**src/rtl/imm_genie_pkg.sv**
```systemverilog
// Shared opcodes, format/state enums and defaults for the imm_genie pipeline.
// The IMM_GENIE_EXT_PREFIX_EN build uses the prefix state enum below.
package imm_genie_pkg;

    localparam int DATA_W_DEFAULT = 16;
    localparam int PFX_W_DEFAULT  = 12;

    localparam logic [3:0] OP_ADD  = 4'b0000;
    localparam logic [3:0] OP_ADDI = 4'b0100;
    localparam logic [3:0] OP_SI   = 4'b0101;
    localparam logic [3:0] OP_LW   = 4'b0111;
    localparam logic [3:0] OP_SW   = 4'b1000;
    localparam logic [3:0] OP_BEQ  = 4'b1001;
    localparam logic [3:0] OP_EXT  = 4'b1010;
    localparam logic [3:0] OP_JAL  = 4'b1100;
    localparam logic [3:0] OP_LUI  = 4'b1110;
    localparam logic [3:0] OP_LBI  = 4'b1111;

    typedef enum logic [2:0] {R, I4, B5, J8, LUI, LBI, SI} fmt_e;

    typedef enum logic {ST_IDLE, ST_PFX} pfx_state_e;

    // EXT is deliberately absent: it is either consumed by the prefix FSM or is a plain R beat.
    function automatic fmt_e op_fmt(input logic [3:0] op);
        case (op)
            OP_ADD:                return R;
            OP_ADDI, OP_LW, OP_SW: return I4;
            OP_BEQ:                return B5;
            OP_JAL:                return J8;
            OP_LUI:                return LUI;
            OP_LBI:                return LBI;
            OP_SI:                 return SI;
            default:               return R;
        endcase
    endfunction

endpackage

```
**src/rtl/imm_genie_pipe_if.sv**
```systemverilog
// Valid/ready bus between the fetch/decode register and the operand-select mux.
// Out_PfxDrop only ever pulses in the IMM_GENIE_EXT_PREFIX_EN build.
interface imm_genie_pipe_if #(
    parameter int DATA_W = imm_genie_pkg::DATA_W_DEFAULT
);
    logic              In_Valid;
    logic              In_Ready;
    logic [15:0]       In_Inst;
    logic              Out_Valid;
    logic              Out_Ready;
    logic [DATA_W-1:0] Out_Imm;
    logic [1:0]        Out_Si;
    logic [3:0]        Out_Opcode;
    logic              Out_PfxDrop;

    modport master (
        output In_Valid, In_Inst, Out_Ready,
        input  In_Ready, Out_Valid, Out_Imm, Out_Si, Out_Opcode, Out_PfxDrop
    );

    modport slave (
        input  In_Valid, In_Inst, Out_Ready,
        output In_Ready, Out_Valid, Out_Imm, Out_Si, Out_Opcode, Out_PfxDrop
    );
endinterface

```
**src/rtl/imm_genie_decode.sv**
```systemverilog
// Combinational immediate decode: opcode + In_Inst[11:4] (+ optional prefix) -> imm, si.
// The prefix inputs are driven only in the IMM_GENIE_EXT_PREFIX_EN build.
module imm_genie_decode
    import imm_genie_pkg::*;
#(
    parameter int DATA_W = DATA_W_DEFAULT,
    parameter int PFX_W  = PFX_W_DEFAULT
) (
    input  logic [3:0]        i_opcode,
    input  logic [7:0]        i_fld,
    input  logic [PFX_W-1:0]  i_pfx,
    input  logic              i_pfx_use,
    output logic [DATA_W-1:0] o_imm,
    output logic [1:0]        o_si
);

    // NOTE: every output gets a default first, so no path through the case infers a latch.
    always_comb begin
        o_imm = '0;
        o_si  = '0;
        // Signed size casts sign-extend when widening and keep the low bits when narrowing.
        case (op_fmt(i_opcode))
            I4:  o_imm = i_pfx_use ? DATA_W'($signed({i_pfx, i_fld[3:0]}))
                                   : DATA_W'($signed(i_fld[3:0]));
            B5:  o_imm = i_pfx_use ? DATA_W'($signed({i_pfx, i_fld[4:0]}))
                                   : DATA_W'($signed(i_fld[4:0]));
            J8:  o_imm = i_pfx_use ? DATA_W'($signed({i_pfx, i_fld}))
                                   : DATA_W'($signed(i_fld));
            LUI: o_imm = DATA_W'($signed({i_fld, 8'h00}));
            LBI: o_imm = DATA_W'(i_fld);
            SI: begin
                o_imm = DATA_W'(i_fld[3:0]);
                o_si  = i_fld[5:4];
            end
            default: o_imm = '0;
        endcase
    end

endmodule

```
**src/rtl/imm_genie_pipe.sv**
```systemverilog
// One-stage registered immediate generator with valid/ready handshake.
// Define IMM_GENIE_EXT_PREFIX_EN to enable the EXT prefix register, IDLE/PFX FSM and Out_PfxDrop.
module imm_genie_pipe
    import imm_genie_pkg::*;
#(
    parameter int DATA_W = DATA_W_DEFAULT,
    parameter int PFX_W  = PFX_W_DEFAULT
) (
    input logic             CLK,
    input logic             Reset,
    imm_genie_pipe_if.slave bus
);

    logic              w_in_ready;
    logic              w_in_fire;
    logic              w_emit;
    logic              w_pfx_use;
    logic [3:0]        w_opcode;
    logic [PFX_W-1:0]  w_pfx;
    logic [DATA_W-1:0] w_imm;
    logic [1:0]        w_si;

    logic              r_valid;
    logic [DATA_W-1:0] r_imm;
    logic [1:0]        r_si;
    logic [3:0]        r_opcode;

    assign w_opcode   = bus.In_Inst[3:0];
    assign w_in_ready = !r_valid || bus.Out_Ready;
    assign w_in_fire  = bus.In_Valid && w_in_ready;

`ifdef IMM_GENIE_EXT_PREFIX_EN
    pfx_state_e       r_state;
    pfx_state_e       w_state_nxt;
    logic [PFX_W-1:0] r_pfx;
    logic             r_pfx_drop;
    logic             w_pfx_load;
    logic             w_drop;

    always_ff @(posedge CLK) begin
        if (Reset) begin
            r_state    <= ST_IDLE;
            r_pfx      <= '0;
            r_pfx_drop <= 1'b0;
        end else begin
            r_state    <= w_state_nxt;
            r_pfx_drop <= w_drop;
            if (w_pfx_load) r_pfx <= bus.In_Inst[PFX_W+3:4];
        end
    end

    // EXT beats are swallowed; the FSM only moves on an accepted input transfer.
    always_comb begin
        w_state_nxt = r_state;
        w_emit      = w_in_fire;
        w_drop      = 1'b0;
        w_pfx_use   = 1'b0;
        w_pfx_load  = 1'b0;
        if (w_in_fire) begin
            if (w_opcode == OP_EXT) begin
                w_emit      = 1'b0;
                w_pfx_load  = 1'b1;
                w_state_nxt = ST_PFX;
                w_drop      = (r_state == ST_PFX);
            end else if (r_state == ST_PFX) begin
                w_state_nxt = ST_IDLE;
                if (op_fmt(w_opcode) inside {I4, B5, J8}) w_pfx_use = 1'b1;
                else                                      w_drop    = 1'b1;
            end
        end
    end

    assign w_pfx           = r_pfx;
    assign bus.Out_PfxDrop = r_pfx_drop;
`else
    logic w_unused_hi;

    assign w_emit          = w_in_fire;
    assign w_pfx_use       = 1'b0;
    assign w_pfx           = '0;
    assign bus.Out_PfxDrop = 1'b0;
    assign w_unused_hi     = ^bus.In_Inst[15:12];
`endif

    imm_genie_decode #(
        .DATA_W (DATA_W),
        .PFX_W  (PFX_W)
    ) u_decode (
        .i_opcode  (w_opcode),
        .i_fld     (bus.In_Inst[11:4]),
        .i_pfx     (w_pfx),
        .i_pfx_use (w_pfx_use),
        .o_imm     (w_imm),
        .o_si      (w_si)
    );

    // NOTE: state is updated with non-blocking assignments so every flop samples pre-edge values.
    always_ff @(posedge CLK) begin
        if (Reset) begin
            r_valid  <= 1'b0;
            r_imm    <= '0;
            r_si     <= '0;
            r_opcode <= '0;
        end else if (w_in_fire && w_emit) begin
            r_valid  <= 1'b1;
            r_imm    <= w_imm;
            r_si     <= w_si;
            r_opcode <= w_opcode;
        end else if (bus.Out_Ready) begin
            r_valid  <= 1'b0;
        end
    end

    assign bus.In_Ready   = w_in_ready;
    assign bus.Out_Valid  = r_valid;
    assign bus.Out_Imm    = r_imm;
    assign bus.Out_Si     = r_si;
    assign bus.Out_Opcode = r_opcode;

endmodule

```
**src/flat_wrapper.sv**
```systemverilog
// flat-port wrapper written by rule: the top's interface ports become plain ports
module imm_genie_pipe_flat import imm_genie_pkg::*;
#(
    parameter int DATA_W = DATA_W_DEFAULT,
    parameter int PFX_W  = PFX_W_DEFAULT
)
  (CLK, Reset, bus_In_Valid, bus_In_Inst, bus_Out_Ready, bus_In_Ready, bus_Out_Valid, bus_Out_Imm, bus_Out_Si, bus_Out_Opcode, bus_Out_PfxDrop);
  imm_genie_pipe_if #(.DATA_W(DATA_W)) bus_i ();
  input logic CLK;
  input logic Reset;
  input wire logic [$bits(bus_i.In_Valid)-1:0] bus_In_Valid;
  input wire logic [$bits(bus_i.In_Inst)-1:0] bus_In_Inst;
  input wire logic [$bits(bus_i.Out_Ready)-1:0] bus_Out_Ready;
  output wire logic [$bits(bus_i.In_Ready)-1:0] bus_In_Ready;
  output wire logic [$bits(bus_i.Out_Valid)-1:0] bus_Out_Valid;
  output wire logic [$bits(bus_i.Out_Imm)-1:0] bus_Out_Imm;
  output wire logic [$bits(bus_i.Out_Si)-1:0] bus_Out_Si;
  output wire logic [$bits(bus_i.Out_Opcode)-1:0] bus_Out_Opcode;
  output wire logic [$bits(bus_i.Out_PfxDrop)-1:0] bus_Out_PfxDrop;
  assign bus_i.In_Valid = bus_In_Valid;
  assign bus_i.In_Inst = bus_In_Inst;
  assign bus_i.Out_Ready = bus_Out_Ready;
  assign bus_In_Ready = bus_i.In_Ready;
  assign bus_Out_Valid = bus_i.Out_Valid;
  assign bus_Out_Imm = bus_i.Out_Imm;
  assign bus_Out_Si = bus_i.Out_Si;
  assign bus_Out_Opcode = bus_i.Out_Opcode;
  assign bus_Out_PfxDrop = bus_i.Out_PfxDrop;
  imm_genie_pipe #(.DATA_W(DATA_W), .PFX_W(PFX_W)) u_core (.CLK(CLK), .Reset(Reset), .bus(bus_i));
endmodule
```
**config.mk**
```make
export PLATFORM = sky130hd
export DESIGN_NAME = imm_genie_pipe_flat
export DESIGN_NICKNAME = d
export VERILOG_FILES = /design/src/rtl/imm_genie_pkg.sv /design/src/rtl/imm_genie_pipe_if.sv /design/src/rtl/imm_genie_decode.sv /design/src/rtl/imm_genie_pipe.sv /design/src/flat_wrapper.sv
export SDC_FILE = /design/constraint.sdc
export NUM_CORES = 1
export LEC_CHECK = 0
export ABC_AREA = 1
export ABC_CLOCK_PERIOD_IN_PS = 1600
export CAP_MARGIN = 20
export CORE_MARGIN = 1
export CORE_UTILIZATION = 43
export CTS_CLUSTER_DIAMETER = 120
export CTS_CLUSTER_SIZE = 16
export DETAILED_ROUTE_END_ITERATION = 16
export PLACE_DENSITY_LB_ADDON = 0.05
export SKIP_LAST_GASP = 1
export SLEW_MARGIN = 10
export SYNTH_ARGS = -nofsm -noshare
export SYNTH_HDL_FRONTEND = slang
export SYNTH_SLANG_ARGS = --single-unit
export TNS_END_PERCENT = 10
```
**constraint.sdc**
```tcl
create_clock -name CLK -period 1.6 [get_ports CLK]
set_input_delay 0.24 -clock CLK [delete_from_list [all_inputs] [get_ports CLK]]
set_output_delay 0.24 -clock CLK [all_outputs]
set_load 0.03 [all_outputs]
```
Yosys cells after proc, flatten, opt, wreduce, memory -nomap -nowiden:

Memories as Yosys holds them, arrays and structs flattened.
Cells that the tools add are included.

* eq/ne operators: 6
* shift-type cells: 0
* reduce and logical (&&, ||, !) cells: 4
* order comparisons: 0
* $add $sub $neg: 0
* bitwise logic cells: 0
* divide/modulo/power cells: 0
* muxes and demuxes: 4
* $mul: 0

Operator list (number)
* case mux 16 bit (6 select lines): 1
* == test 3 bit (second input constant): 3
* == test 3 x 2 -> 1 bit (second input constant): 2
* == test 3 x 1 -> 1 bit (second input constant): 1
* two-way mux 1 bit: 2
* two-way mux 2 bit: 1
* nonzero test 2 bit: 1
* logical AND 1 bit: 1
* logical NOT 1 bit: 1
* logical OR 1 bit: 1

* memories: 1
* output and inout bits: 25
* bits in latches: 0
* register bits after elaboration: 23
* logic and storage cells: 19
* bits in read-only memories: 48
* bits in writable memories: 0

Memory list
* (no name shown): depth 16, bits a word 3, rd ports 1, clocked after memory_dff 0, wr ports 0, line imm_genie_pkg.sv:25 `case (op)`

Depth between registers and ports, before layout:

Gate-level depths: netlist of the first run.

* depth in word-level cells: 4
* depth in mapped cells: 13
* gate-level depth less buffers: 12

Cells and area by module:

From an unflattened synthesis of the first run, not the netlist that was laid out.

* cells, all modules: 357
* area, all modules: 2098.3 um^2

By module, submodules not included
* imm_genie_pipe: cells an instance 151, times used 1, area each 1091.0 um^2, seq. area each 460.4 um^2
* imm_genie_decode: cells an instance 206, times used 1, area each 1007.2 um^2, seq. area each 0.0 um^2

Worst setup path before layout of the first run:

No wires, ideal clock.

* path kind: reg2reg
* start: register u_core.r_valid (netlist: u_core.bus.Out_Valid)
* end: register u_core.r_opcode[0] (netlist: u_core.bus.Out_Opcode[0])
* buffers on the path: 1
* cell stages (with the launch flop): 7
* path slack: -0.035 ns
* period minus slack after synthesis: 1.635 ns
* data required time: 1.480 ns
* setup time: 0.120 ns
* data arrival time: 1.516 ns
* path through: dfxtp_1 > nand2_1 > nand2_1 > inv_1 > buf_2 > o21ai_0 > a21oi_1

* cells in the longest elaborated chain, start to end: 3

RTL lines
* from (decl): line imm_genie_pipe.sv:23 `logic r_valid;`
* from (signal assigned): line imm_genie_pipe.sv:100 `r_valid <= 1'b0;`
* from (signal assigned): line imm_genie_pipe.sv:105 `r_valid <= 1'b1;`
* from (signal assigned): line imm_genie_pipe.sv:110 `r_valid <= 1'b0;`
* logical NOT 1 bit: line imm_genie_pipe.sv:29 `assign w_in_ready = !r_valid || bus.Out_Ready;`
* logical OR 1 bit: line imm_genie_pipe.sv:29
* named net bus_In_Ready: line flat_wrapper.sv:14 `output wire logic [$bits(bus_i.In_Ready)-1:0] bus_In_Ready;`
* logical AND 1 bit: line imm_genie_pipe.sv:30 `assign w_in_fire = bus.In_Valid && w_in_ready;`
* to (signal assigned): line imm_genie_pipe.sv:108 `r_opcode <= w_opcode;`
* to (decl): line imm_genie_pipe.sv:26 `logic [3:0] r_opcode;`

The timed path passes the listed nets, and every way through them passes these cells.
A chain may end at the register's enable or synchronous reset.

Worst setup path in the final report of the first run:

* start: register u_core.r_imm[4] (netlist: u_core.bus.Out_Imm[4])
* end: output port bus_Out_Imm[4]

RTL lines
* from (decl): line imm_genie_pipe.sv:24 `logic [DATA_W-1:0] r_imm;`
* from (signal assigned): line imm_genie_pipe.sv:106 `r_imm <= w_imm;`
* to (decl): line flat_wrapper.sv:16 `output wire logic [$bits(bus_i.Out_Imm)-1:0] bus_Out_Imm;`

No word-level cell between the ends.

==> impl_results.html, run 1 <==
<table>
<tr><th>Metric</th><th>Value</th></tr>
<tr><th colspan="2">Floorplan</th></tr>
<tr><td>Initial core utilization</td><td>around 47%</td></tr>
<tr><td>Total core area</td><td>2522 sq um</td></tr>
<tr><td>Number of top-level design ports</td><td>45</td></tr>
<tr><td>Die Width</td><td>approximately 54 um</td></tr>
<tr><td>Die ar.</td><td>approximately 3000 sq um</td></tr>
<tr><td>Number of core rows</td><td>18</td></tr>
<tr><td>Die boundary height</td><td>approximately 54 um</td></tr>
<tr><th colspan="2">Route</th></tr>
<tr><td>Detail-routed via count per cell</td><td>around 5</td></tr>
<tr><td>Total routed wirelength</td><td>3030 um</td></tr>
<tr><td>Number of design rule violations left after detail routing</td><td>0</td></tr>
<tr><td>Routed length per placed instance</td><td>between 10 and 15 um</td></tr>
<tr><td>Antenna violation net count after detailed routing</td><td>0</td></tr>
<tr><td>Vias after detailed routing</td><td>1340</td></tr>
<tr><td>Iter 0 DRT Violations</td><td>35</td></tr>
<tr><td>Router iterations before antenna repair</td><td>4</td></tr>
<tr><th colspan="2">Critical path</th></tr>
<tr><td>Critical path buffer and inverter count</td><td>1</td></tr>
<tr><td>Cell chain of the critical path</td><td>clkdlybuf4s50_1</td></tr>
<tr><td>Data required time at the worst endpoint</td><td>~1400 ps</td></tr>
<tr><td>Reg2reg start</td><td>u_core.bus.Out_Valid</td></tr>
<tr><td>Critical path's largest stage delay</td><td>approximately 670 ps</td></tr>
<tr><td>Worst r2r dst</td><td>u_core.bus.Out_Si[0]</td></tr>
<tr><td>Startpoint Class</td><td>flip-flop</td></tr>
<tr><td>Crit-path max FO</td><td>2</td></tr>
<tr><td>Library cell contributing the largest single delay on the critical path</td><td>clkdlybuf4s50_1</td></tr>
<tr><td>Worst path top cell family by delay</td><td>buffers and inverters</td></tr>
<tr><td>R2r setup slk</td><td>between 400 and 500 ps</td></tr>
<tr><td>Depth of the worst register-to-register path</td><td>6</td></tr>
<tr><td>Launching element of the worst setup path</td><td>u_core.bus.Out_Imm[4]</td></tr>
<tr><td>Critical path data arrival time</td><td>1370 ps</td></tr>
<tr><td>Type of destination of the critical path</td><td>output port</td></tr>
<tr><td>Type of the worst setup path</td><td>reg2out</td></tr>
<tr><th colspan="2">Yosys</th></tr>
<tr><td>Cells after Synth</td><td>178</td></tr>
<tr><td>Seq/Total Area, Yosys</td><td>slightly below 40%</td></tr>
<tr><td>Post-synth net total</td><td>200</td></tr>
<tr><td>Total of flip-flops plus latches after synthesis</td><td>23</td></tr>
<tr><td>Syn. warnings</td><td>0</td></tr>
<tr><td>Mean area per synthesized cell</td><td>about 6.6 sq um</td></tr>
<tr><td>Area of the mapped netlist</td><td>1179 sq um</td></tr>
<tr><td>Number of different library cells in the post-synthesis netlist</td><td>22</td></tr>
<tr><th colspan="2">Clocking</th></tr>
<tr><td>Number of clock buffers inserted by TritonCTS</td><td>3</td></tr>
<tr><td>Clk sink count</td><td>23</td></tr>
<tr><td>Clock tree from TritonCTS</td><td>yes</td></tr>
<tr><td>Later-pin clock latency in the skew report</td><td>330 ps</td></tr>
<tr><td>CTS clk-pin slew, worst paths</td><td>approximately 130 ps</td></tr>
<tr><td>H-tree depth reported by CTS</td><td>1</td></tr>
<tr><td>Cts-stage hold buffer count</td><td>0</td></tr>
<tr><td>CTS Root Cell</td><td>clkbuf_4</td></tr>
<tr><td>Buffer levels on the longest clock path</td><td>2</td></tr>
<tr><th colspan="2">Worst hold path</th></tr>
<tr><td>Worst hold start</td><td>bus_In_Inst[3]</td></tr>
<tr><td>Worst hold endpoint</td><td>u_core.bus.Out_Opcode[3]</td></tr>
<tr><td>WHS Path Cells</td><td>4</td></tr>
<tr><td>Classification of the worst-slack hold path</td><td>in2reg</td></tr>
<tr><th colspan="2">Flow run</th></tr>
<tr><td>Max-capacitance violation count</td><td>0</td></tr>
<tr><th colspan="2">STA</th></tr>
<tr><td>Count of endpoints failing hold in the final timing report</td><td>0</td></tr>
<tr><td>Clock tree skew after final layout</td><td>~2.3 ps</td></tr>
<tr><td>Final cycle utilization of the critical path</td><td>100.8%</td></tr>
<tr><td>Count of pins over their slew limit</td><td>0</td></tr>
<tr><td>Final critical delay including setup and external delays</td><td>around 1600 ps</td></tr>
<tr><td>Slack of the critical path</td><td>-12.93 ps</td></tr>
<tr><td>Total Neg Setup Slack</td><td>-40.43 ps</td></tr>
<tr><td>Fmax achieved</td><td>~620 MHz</td></tr>
<tr><td>Setup repair after global routing missed its margin</td><td>yes</td></tr>
<tr><td>Final Setup Violations</td><td>5</td></tr>
<tr><th colspan="2">Pwr</th></tr>
<tr><td>Areal power density over the cells</td><td>approximately 760 nW/um^2</td></tr>
<tr><td>Net switching power figure</td><td>~0.47 mW</td></tr>
<tr><td>Maximum vdd ir drop</td><td>~0.75 mV</td></tr>
<tr><td>Sequential Power Share</td><td>between 40 and 50%</td></tr>
<tr><td>Part of the total power dissipated in combinational logic</td><td>between 30% and 40%</td></tr>
<tr><td>Leakage power of the design</td><td>approximately 0.85 nW</td></tr>
<tr><td>Fraction of power spent switching nets</td><td>between 30% and 40%</td></tr>
<tr><td>Part of the power in the clock network</td><td>between 20% and 30%</td></tr>
<tr><td>Total internal power</td><td>between 0.9 and 1 mW</td></tr>
<tr><th colspan="2">GRT</th></tr>
<tr><td>Gr ovfl total</td><td>0</td></tr>
<tr><td>Global-route wire length before repair</td><td>4871 um</td></tr>
<tr><td>GRT Total Usage</td><td>22.85%</td></tr>
<tr><td>Via count of the first global-routing pass</td><td>between 1000 and 1500</td></tr>
<tr><td>Pin count of the biggest net entering global routing</td><td>25</td></tr>
<tr><td>Number of antenna violations at the first check in global routing</td><td>0</td></tr>
<tr><th colspan="2">Finish</th></tr>
<tr><td>Filler cell count</td><td>~210</td></tr>
<tr><td>Post-layout nets</td><td>256</td></tr>
<tr><td>Final Util</td><td>between 70% and 80%</td></tr>
<tr><td>Share of post-route cells with drive strength above 1</td><td>a little under a fifth</td></tr>
<tr><td>P&amp;R area growth vs syn</td><td>53.82%</td></tr>
<tr><td># diodes</td><td>0</td></tr>
<tr><th colspan="2">Placed design</th></tr>
<tr><td>Half-perimeter wire length after detailed placement</td><td>between 2000 and 2500 um</td></tr>
<tr><td>Number of port buffers</td><td>39</td></tr>
<tr><td>Final weighted congestion of routability-driven global placement</td><td>between 0.8 and 0.9</td></tr>
<tr><th colspan="2">Run status</th></tr>
<tr><td>Violations in the final reports</td><td>setup timing</td></tr>
<tr><td>Result of the run</td><td>finished, violations left</td></tr>
</table>
[power groups by stage]
stage	Sequential (mW)	Clock, mW	Combinational (mW)
floorplan	0.709	0	0.174
global placement	0.637	0	0.415
detailed placement	0.638	0	0.423
CTS	0.626	0.283	0.450
global route	0.630	0.319	0.497
finish	0.625	0.292	0.457
[registers in the layout, summed over array words and instances (netlist names)]
name / count
u_core.bus.Out_Imm: 16
u_core.bus.Out_Opcode: 4
u_core.bus.Out_Si: 2
u_core.bus.Out_Valid: 1
[cell usage in the layout, fill, tap and decap left out, types with 3 or more instances in the layout]
master / n
buf_4: 17
inv_2: 5
inv_1: 13
clkdlybuf4s50_1: 33
clkbuf_4: 3
nand4_1: 8
buf_6: 3
nand2_2: 5
a21oi_1: 23
nand3_1: 9
dlygate4sd2_1: 3
dfxtp_1: 23
o21ai_0: 6
nand2_1: 65
[cells by family after synthesis]
family | share of synthesized area [%]
AOI/OAI and AO/OA | 12.85
and+or+nand+nor | 35.24
other | 0.3182
adders and majority gates | 2.123
DFF | 39.07
buffers and inverters | 10.40
[stage by stage]
step	cell area [sq um]	setup WS (ps)	hold slack, ps	instances	total power, mW
global route	1813	-54.82	370.6	263	1.446
CTS	1793	-7.065	479.9	262	1.359
detailed placement	1687	-567.0	461.4	254	1.061
global placement	1687	-449.3	450.8	254	1.052
finish	1813	-12.93	351.3	263	1.374
floorplan	1181	71.97	378.2	178	0.8822
[cell usage after synthesis, drive strengths merged]
cell | instances | share of area [%]
nand2 | 71 | 23
a21oi | 23 | 9.8
dfxtp | 23 | 39
inv | 20 | 6.6
nand3 | 10 | 4.7
nand4 | 9 | 5.3
o21ai | 6 | 2.5
buf | 5 | 2.9
clkbuf | 3 | 0.96
nor2 | 3 | 1.6
ha | 2 | 2.1
a31oi | 1 | 0.53
conb | 1 | 0.32
nor3 | 1 | 0.42
[area by class of cell]
type	instances	area [sq um]	share of cell area (%)
clock buffer	3	22.52	1.242
clock inverter	1	5.005	0.2761
inverter	20	82.58	4.555
multi-input combinational	127	641.9	35.40
sequential	23	460.4	25.40
tap	30	37.54	2.070
timing repair buffer	59	563.0	31.06
[layer usage]
layer  GRT usage [%]  vias up  wire length, um
met5               0        -                0
met4           10.26        0               81
met3           3.889       11              252
met2           39.23       63             1410
met1           27.55      584             1286
li1                -      682                -
[timing repair]
item | 4_1_cts | 5_1_grt
resized for setup | 14 | 6
buffers inserted | 4 | 1
pin swaps | 7 | 5
endpoints found under the setup margin | 20 | 38
cloned | 0 | 0
[how the worst max path moves through the flow]
stage,to,slack [ps],cells past startpoint
2_1_floorplan,u_core.bus.Out_Opcode[0],70,6
3_3_place_gp,u_core.bus.Out_Imm[13],-450,13
3_5_place_dp,u_core.bus.Out_Imm[13],-570,14
4_1_cts,bus_Out_Valid,-7,1
5_1_grt,bus_Out_Si[0],-50,1
6_report,bus_Out_Imm[4],-10,1
Power figures use the tool's default switching activity.
==> run 2: changes to the inputs <==
- GPL_ROUTABILITY_DRIVEN: not set -> 0
==> results of run 2 <==
No change in the layout: final DEF, timing and power equal those of run 1.
